--- src/rtl/fifo_rr_pick_arb.sv ---
//------------------------------------------------------------------------------
// fifo_rr_pick_arb
//
// Credit-gated round-robin read scheduler for a bank of REQ_NUM one-in-one-out
// FIFOs. On the write side every FIFO has a credit counter. A producer write
// is only passed on to its FIFO while a credit is left, so an entry is never
// overwritten. On the read side one non-empty FIFO per cycle is picked in
// round-robin order. Its head entry is moved into a single registered
// valid/ready output stage.
//
// Ports:
//   i_clk            clock, all state updates on the rising edge
//   i_rst_n          asynchronous active-low reset
//   i_up_vld         per-FIFO producer write request
//   o_up_rdy         per-FIFO credit available (credit counter non-zero)
//   o_fifo_in_vld    per-FIFO qualified write (i_up_vld & o_up_rdy)
//   i_fifo_out_vld   per-FIFO non-empty flag (registered inside the FIFO)
//   i_fifo_out_data  per-FIFO head data, FIFO i at [i*DATA_SIZE +: DATA_SIZE]
//   o_fifo_pick_rdy  one-hot pop of the winning FIFO, all-zero when idle
//   o_dn_vld         output stage holds valid data
//   o_dn_data        output payload
//   o_dn_src         index of the FIFO that supplied o_dn_data
//   i_dn_rdy         consumer accepts the output stage this cycle
//------------------------------------------------------------------------------
module fifo_rr_pick_arb #(
   parameter int REQ_NUM   = 4,
   parameter int ENT_NUM   = 4,
   parameter int DATA_SIZE = 32,
   parameter int REQ_W     = $clog2(REQ_NUM),
   parameter int CRD_W     = $clog2(ENT_NUM + 1)
) (
   input  logic                         i_clk,
   input  logic                         i_rst_n,
   input  logic [REQ_NUM-1:0]           i_up_vld,
   output logic [REQ_NUM-1:0]           o_up_rdy,
   output logic [REQ_NUM-1:0]           o_fifo_in_vld,
   input  logic [REQ_NUM-1:0]           i_fifo_out_vld,
   input  logic [REQ_NUM*DATA_SIZE-1:0] i_fifo_out_data,
   output logic [REQ_NUM-1:0]           o_fifo_pick_rdy,
   output logic                         o_dn_vld,
   output logic [DATA_SIZE-1:0]         o_dn_data,
   output logic [REQ_W-1:0]             o_dn_src,
   input  logic                         i_dn_rdy
);

   localparam logic [CRD_W-1:0]   CRD_RST  = CRD_W'(ENT_NUM);
   localparam logic [CRD_W-1:0]   CRD_ONE  = CRD_W'(1'b1);
   localparam logic [REQ_NUM-1:0] PRIO_RST = REQ_NUM'(1'b1);

   logic [CRD_W-1:0]     r_crd [REQ_NUM];
   logic [REQ_NUM-1:0]   r_prio;
   logic                 r_dn_vld;
   logic [DATA_SIZE-1:0] r_dn_data;
   logic [REQ_W-1:0]     r_dn_src;

   logic [REQ_NUM-1:0]   w_up_rdy;
   logic [REQ_NUM-1:0]   w_in_vld;
   logic [2*REQ_NUM-1:0] w_req_dbl;
   logic [2*REQ_NUM-1:0] w_gnt_dbl;
   logic [REQ_NUM-1:0]   w_win_oh;
   logic [REQ_W-1:0]     w_win_idx;
   logic [DATA_SIZE-1:0] w_win_data;
   logic                 w_load;
   logic [REQ_NUM-1:0]   w_pick;
   logic                 w_pop;

   // A FIFO may take a write while at least one credit is left; this depends
   // only on the credit registers, so there is no path from i_dn_rdy to it.
   always_comb begin
      w_up_rdy = {REQ_NUM{1'b0}};
      for (int i = 0; i < REQ_NUM; i++) begin
         w_up_rdy[i] = (r_crd[i] != {CRD_W{1'b0}});
      end
   end

   assign w_in_vld = i_up_vld & w_up_rdy;

   // Round-robin winner: the request vector is doubled so that the search
   // starting at r_prio can wrap. Subtracting the one-hot pointer and masking
   // leaves exactly the first set request at or above the pointer.
   always_comb begin
      w_req_dbl = {i_fifo_out_vld, i_fifo_out_vld};
      w_gnt_dbl = w_req_dbl & ~(w_req_dbl - {{REQ_NUM{1'b0}}, r_prio});
      w_win_oh  = w_gnt_dbl[2*REQ_NUM-1:REQ_NUM] | w_gnt_dbl[REQ_NUM-1:0];
   end

   // Encode the one-hot winner into an index and select its head data.
   always_comb begin
      w_win_idx  = {REQ_W{1'b0}};
      w_win_data = {DATA_SIZE{1'b0}};
      for (int i = 0; i < REQ_NUM; i++) begin
         w_win_idx  = w_win_idx | (REQ_W'(i) & {REQ_W{w_win_oh[i]}});
         w_win_data = w_win_data |
                      (i_fifo_out_data[i*DATA_SIZE +: DATA_SIZE] & {DATA_SIZE{w_win_oh[i]}});
      end
   end

   // The output stage can take a new entry when it is empty or being drained.
   assign w_load = ~r_dn_vld | i_dn_rdy;
   assign w_pick = w_win_oh & {REQ_NUM{w_load}};
   assign w_pop  = |w_pick;

   // Credit counters: a write consumes a credit and a pop returns one.
   // A write and a pop in the same cycle cancel out.
   always_ff @(posedge i_clk or negedge i_rst_n) begin
      if (!i_rst_n) begin
         for (int i = 0; i < REQ_NUM; i++) begin
            r_crd[i] <= CRD_RST;
         end
      end else begin
         for (int i = 0; i < REQ_NUM; i++) begin
            case ({w_in_vld[i], w_pick[i]})
               2'b10:   r_crd[i] <= r_crd[i] - CRD_ONE;
               2'b01:   r_crd[i] <= r_crd[i] + CRD_ONE;
               default: r_crd[i] <= r_crd[i];
            endcase
         end
      end
   end

   // Priority pointer: after a pop it moves to the FIFO just past the winner
   // (a one-bit rotate of the winner). Otherwise it holds.
   always_ff @(posedge i_clk or negedge i_rst_n) begin
      if (!i_rst_n) begin
         r_prio <= PRIO_RST;
      end else if (w_pop) begin
         r_prio <= {w_win_oh[REQ_NUM-2:0], w_win_oh[REQ_NUM-1]};
      end else begin
         r_prio <= r_prio;
      end
   end

   // Output stage: load on a pop, clear on a drain with no refill, hold
   // otherwise. This keeps data and source stable while stalled.
   always_ff @(posedge i_clk or negedge i_rst_n) begin
      if (!i_rst_n) begin
         r_dn_vld  <= 1'b0;
         r_dn_data <= {DATA_SIZE{1'b0}};
         r_dn_src  <= {REQ_W{1'b0}};
      end else if (w_pop) begin
         r_dn_vld  <= 1'b1;
         r_dn_data <= w_win_data;
         r_dn_src  <= w_win_idx;
      end else if (i_dn_rdy) begin
         r_dn_vld  <= 1'b0;
      end else begin
         r_dn_vld  <= r_dn_vld;
      end
   end

   assign o_up_rdy        = w_up_rdy;
   assign o_fifo_in_vld   = w_in_vld;
   assign o_fifo_pick_rdy = w_pick;
   assign o_dn_vld        = r_dn_vld;
   assign o_dn_data       = r_dn_data;
   assign o_dn_src        = r_dn_src;

endmodule

--- config.mk ---
export PLATFORM = sky130hd
export DESIGN_NAME = fifo_rr_pick_arb
export DESIGN_NICKNAME = d
export VERILOG_FILES = /design/src/rtl/fifo_rr_pick_arb.sv
export SDC_FILE = /design/constraint.sdc
export NUM_CORES = 1
export LEC_CHECK = 0
export CORE_ASPECT_RATIO = 1.2
export CORE_MARGIN = 8
export CORE_UTILIZATION = 25
export DETAILED_ROUTE_END_ITERATION = 7
export MAX_ROUTING_LAYER = met4
export PLACE_DENSITY_LB_ADDON = 0.25
export RECOVER_POWER = 100
export SLEW_MARGIN = 20
export SYNTH_ARGS = -nofsm -noshare
export SYNTH_HDL_FRONTEND = slang
export SYNTH_SLANG_ARGS = --single-unit
--- constraint.sdc ---
create_clock -name i_clk -period 3.4 [get_ports i_clk]
set_clock_uncertainty 0.2 [all_clocks]
set_input_delay 0.68 -clock i_clk [delete_from_list [all_inputs] [get_ports i_clk]]
set_output_delay 0.68 -clock i_clk [all_outputs]
set_load 0.02 [all_outputs]
[Yosys cells after proc, flatten, opt, wreduce, memory -nomap -nowiden]
Index checks and enable logic that the tools add are counted.
Operators by class
  add/sub/neg operators: 9
  equality and inequality tests: 8
  muxes and demuxes: 6
  bitwise operators: 16
  reduce and logical (&&, ||, !) cells: 10
Operator list (number)
  AND 32 bit: 4
  OR 32 bit: 3
  one-hot mux 3 bit (2 select lines): 4
  adder 3 x 1 -> 3 bit (second input constant): 4
  nonzero test 3 bit: 4
  subtractor 3 x 1 -> 3 bit (second input constant): 4
  nonzero test 2 bit: 5
  AND 4 bit: 2
  AND 8 bit: 1
  equality test 2 x 1 -> 1 bit (second input constant): 4
  equality test 2 bit (second input constant): 4
  NOT 8 bit: 1
  subtractor 8 x 4 -> 8 bit: 1
  OR 4 bit: 1
  OR reduction 4 bit: 1
  2-to-1 mux 1 bit: 2
  OR 1 x 2 -> 2 bit: 1
  OR 2 bit: 1
  NOT 1 bit: 1
  OR 1 bit: 1
Word-level totals
  register bits after elaboration: 51
  input bits: 139
  output and inout port bits: 47
  logic and storage cells: 57

[Logic depth before layout (Yosys ltp)]
  depth after elaboration: 8
  depth in mapped cells: 15
  gate-level depth less buffers: 13

[Worst setup path after synthesis]
OpenSTA, ideal clock, no wires.
  kind: input-to-reg
  from: input i_fifo_out_vld[3]
  to: register r_crd[5] in the netlist's numbering
  library setup time: 0.075 ns
  arrival time: 3.445 ns
  data required time: 3.125 ns
  path slack: -0.320 ns
  cell stages on the path: 12
  cells stage by stage: ha_1 -> a2111oi_0 -> o31a_1 -> clkbuf_1 -> clkbuf_1 -> and2_1 -> ha_1 -> inv_1 -> fa_1 -> xor2_1 -> nor2_1 -> xor2_1
Between the ends
  cells in the longest elaborated chain, start to end: 7
RTL lines
  start: declaration: line 37  | input logic [REQ_NUM-1:0] i_fifo_out_vld,
  subtractor 8 x 4 -> 8 bit *: line 83  | w_gnt_dbl = w_req_dbl & ~(w_req_dbl - {{REQ_NUM{1'b0}}, r_prio});
  NOT 8 bit *: line 83
  AND 8 bit *: line 83
  OR 4 bit *: line 84  | w_win_oh = w_gnt_dbl[2*REQ_NUM-1:REQ_NUM] | w_gnt_dbl[REQ_NUM-1:0];
  AND 4 bit *: line 100  | assign w_pick = w_win_oh & {REQ_NUM{w_load}};
  via o_fifo_pick_rdy[2]: line 39  | output logic [REQ_NUM-1:0] o_fifo_pick_rdy,
  equality test 2 x 1 -> 1 bit / equality test 2 bit (equally long branches): line 112  | case ({w_in_vld[i], w_pick[i]})
  one-hot mux 3 bit (2 select lines) / nonzero test 2 bit (equally long branches)
  end signal: indexed assignment: line 113  | 2'b10: r_crd[i] <= r_crd[i] - CRD_ONE;
  end signal: indexed assignment: line 114  | 2'b01: r_crd[i] <= r_crd[i] + CRD_ONE;
  end signal: indexed assignment: line 115  | default: r_crd[i] <= r_crd[i];
  end: declaration: line 50  | logic [CRD_W-1:0] r_crd [REQ_NUM];
The timed path passes the listed nets; every way through them passes the cells marked *.
A chain may end at the register's enable or synchronous reset.

[Worst setup path after layout]
  from: input i_fifo_out_vld[3]
  to: output o_fifo_pick_rdy[3]
Between the ends
  cells in the longest elaborated chain, start to end: 5
RTL lines (line)
  subtractor 8 x 4 -> 8 bit: 83
  NOT 8 bit: 83
  AND 8 bit *: 83
  OR 4 bit *: 84
  AND 4 bit *: 100
  end: declaration: 39
Mark *: on every way between the ends. The rest lies on a longest branch, timed or not.

==> results.txt <==
----------------------------------------------------
[Timing]
  Transition time at the pin with the least slew margin ... 1.45 ns
  Timing-limited maximum frequency ... 298 MHz
  Post-route minimum period ... 3.35 ns
  Final setup violation count ... 0
  Final worst path period share ... 98.7%
  Final slew viol count ... 0
  Final count of hold timing violations ... 0
  Worst slew margin ... 3.18%

[Finish]
  Area added between synthesis and finish ... 72.1%
  Number of inserted filler cells in the final layout ... 1195
  Final instance area ... 5380 sq um
  Most common cell after layout, fill and taps aside ... clkdlybuf4s50_1
  Share of layout cells above drive strength 1 ... 13.7%
  Final Core Density ... 44.2%
  Most used cells in the layout excluding fill and tap cells ... clkdlybuf4s50_1, dfrtp_1, dlygate4sd3_1
  Antenna Cells ... 0
  Filler-free cell count of the finished design ... 615
  Final layout net count ... 604

[Die]
  Number of ports placed on the die boundary ... 186
  Initial cell density of the core ... 25.7%
  Area of the core region ... 12200 sq um
  DIE WIDTH ... 118 um
  Die Area ... 16400 sq um
  Die outline height ... 138 um
  Placement Rows ... 44

[Synthesis]
  Post-Synth XOR/XNOR Area ... 3.64%
  Post-synth design cell area ... 3130 sq um
  Dominant synthesized flop cell ... dfrtp_1
  Number of library cell types mapped by synthesis ... 34
  Average footprint of a synthesized cell ... 12.6 sq um
  Fraction of the mapped netlist area in adder cells ... 6.00%
  Dominant cell type by area after synthesis ... dfrtp_1
  Simple-Gate Fraction of Synth Area ... 4.32%
  Area share of the largest cell type after synthesis ... 36.8%
  Share of flip-flops with an asynchronous set or reset ... 100%
  Biggest area contributors in the synthesized netlist ... dfrtp_1, mux2_4, a221o_1
  Mux share of post-synthesis cell area ... 16.6%
  Share of synthesized area occupied by flip-flops and latches ... 41.0%
  Number of instances in the synthesized netlist ... 249
  Post-synthesis net count ... 400
  Compound-gate portion of the synthesized area ... 23.7%
  Flip-flop and latch count after synthesis ... 51
  Count of yosys warnings during synthesis ... 0
  Post-synth EDFFs ... 0
  Dominant combinational cell family by area after synthesis ... compound AO/OA/AOI/OAI gates

[Power]
  VDD IR max ... 0.000260 V
  Power Dens Cells ... 806 nW/um^2
  Leakage component of the power ... 2.25 nW

[Clock tree]
  Maximum clock insertion buffer count ... 2
  Clock tree from TritonCTS ... done
  Post-CTS setup buffer count ... 0
  Clock tree root buffer cell ... clkbuf_16
  Insertion delay of the later-clocked pin in the worst-skew pair ... 0.29 ns
  H-tree lvl count ... 2
  Total clock buffers created by CTS ... 5
  Number of sinks driven by the clock tree ... 51
  CTS hold repair buffers ... 0
  CTS clock-pin slew for the worst setup and hold paths ... 0.07 ns

[Setup path]
  Required time of the critical path ... 2.52 ns
  Worst path slowest cell ... clkdlybuf4s50_1
  List of cells traversed by the critical path ... clkdlybuf4s50_1 > ha_1 > buf_4 > xnor2_1 > o21a_1 > and2_2 > dlygate4sd2_1
  Critical path launch point type ... input port
  CP max FO ... 3
  Reg-to-reg critical path startpoint ... r_prio[0]
  Crit Path Class ... input port to output pin
  Crit path capture type ... output pin
  WP data arrival ... 2.47 ns
  Largest incremental delay on the critical path ... 0.44 ns
  Crit. Startpoint ... i_fifo_out_vld[3]

[Min path]
  Min-delay src ... o_dn_data[16]
  Hold crit path type ... flip-flop to flip-flop

[GRT]
  Number of global-route vias before repair ... 3368
  Total gr overflow ... 0
  Largest net degree at the start of global routing ... 36
  First-pass GRT wire length ... 17500 um
  Aggregate global-route resource usage ... 13.8%
  Number of antenna violations at the first check in global routing ... 0

[Placement]
  Port bufs ... 185
  Routability congestion estimate ... 0.787
  # placed instances ... 607
  HPWL after DPL ... 8940 um
  Instance area after placement ... 5330 sq um

[Routing]
  First drt pass iteration count ... 4
  Routed wire per std cell ... 18.2 um
  DRC marker count from the first detailed-route iteration ... 66
  Antenna-violating nets left ... 0
  Number of vias per cell ... 4.67
  Detailed Route WL ... 11200 um
  DRC errors left ... 0
  Vias after detailed routing ... 2872

[Outcome]
  Status ... complete, no violations

[Job]
  Number of violations of the max-capacitance limit ... 0

----------------------------------------------------
layout make-up:
class | count | area, sq um | share of cell area (%)
clock buffer | 6 | 129 | 2.40
clock inverter | 2 | 12.5 | 0.233
inverter | 12 | 45.0 | 0.837
multi-input combinational | 167 | 1640 | 30.5
sequential | 51 | 1280 | 23.8
tap | 161 | 201 | 3.75
timing repair buffer | 216 | 2070 | 38.5
synthesized netlist by cell type (all sizes together), types with 5 or more instances:
cell / n
a221o: 32
a22o: 32
buf: 6
clkbuf: 13
dfrtp: 46
dfstp: 5
fa: 5
ha: 7
inv: 12
mux2: 36
nand2: 6
nor2: 5
xnor2: 5
xor2: 8
state kept, by name, indices dropped and copies added, names as in the netlist:
name,flops
o_dn_data,32
r_crd,12
r_prio,4
o_dn_src,2
o_dn_vld,1
worst paths after layout:
check | endpoint | depth (start not counted) | slack [ns]
worst max register to register | o_dn_src[1] | 9 | 0.29
min in group asynchronous | r_crd[3] | 1 | 0.51
worst max-delay path | o_fifo_pick_rdy[3] | 7 | 0.05
worst min register to register | o_dn_data[16] | 1 | 0.28
max in group asynchronous | r_crd[0] | 2 | 1.07
worst min-delay path | o_dn_data[16] | 1 | 0.28
worst max-delay path: cells and delay by family:
| family | cells | cell delay (ns) |
|---|---|---|
| buffers and inverters | 3 | 0.93 |
| and+or+nand+nor | 1 | 0.21 |
| adders and majority gates | 1 | 0.36 |
| xor gates and xnor gates | 1 | 0.12 |
| AOI/OAI and AO/OA | 1 | 0.19 |
metal layers:
layer	GRT usage [%]	vias to the layer above	share of wire [%]
met2	25.2	108	54
met4	3.78	0	1.6
met1	13.7	1385	38
li1	-	1370	-
met3	4.44	9	6.2
met5	-	-	0
power by group:
group	switching, mW	total (mW)	internal (mW)
Clock	0.223	0.495	0.272
Combinational	1.30	2.70	1.40
Sequential	0.191	1.15	0.957
Total	1.71	4.34	2.63
stage by stage:
step	hold slack, ns	setup WS, ns	power [mW]	setup TNS [ns]
global route	0.300	-0.00417	4.67	-0.00417
CTS	0.227	0.00235	4.78	0
global placement	0.264	-0.419	4.18	-15.43
floorplan	0.184	-0.0249	3.06	-0.0249
finish	0.283	0.0450	4.34	0
detailed placement	0.275	-0.437	4.26	-17.52
cells by family after synthesis:
logic type      after synthesis
compound gates               80
flops                        51
mux                          36
buf+inv                      31
simple gates                 26
xor+xnor                     13
fa+ha+maj                    12
timing repair:
| action | in CTS | in global routing |
|---|---|---|
| pin swaps | 1 | 0 |
| setup endpoints to repair | 45 | 7 |
| gates resized for setup | 15 | 4 |
No activity file was read; power rests on OpenSTA's default activity.
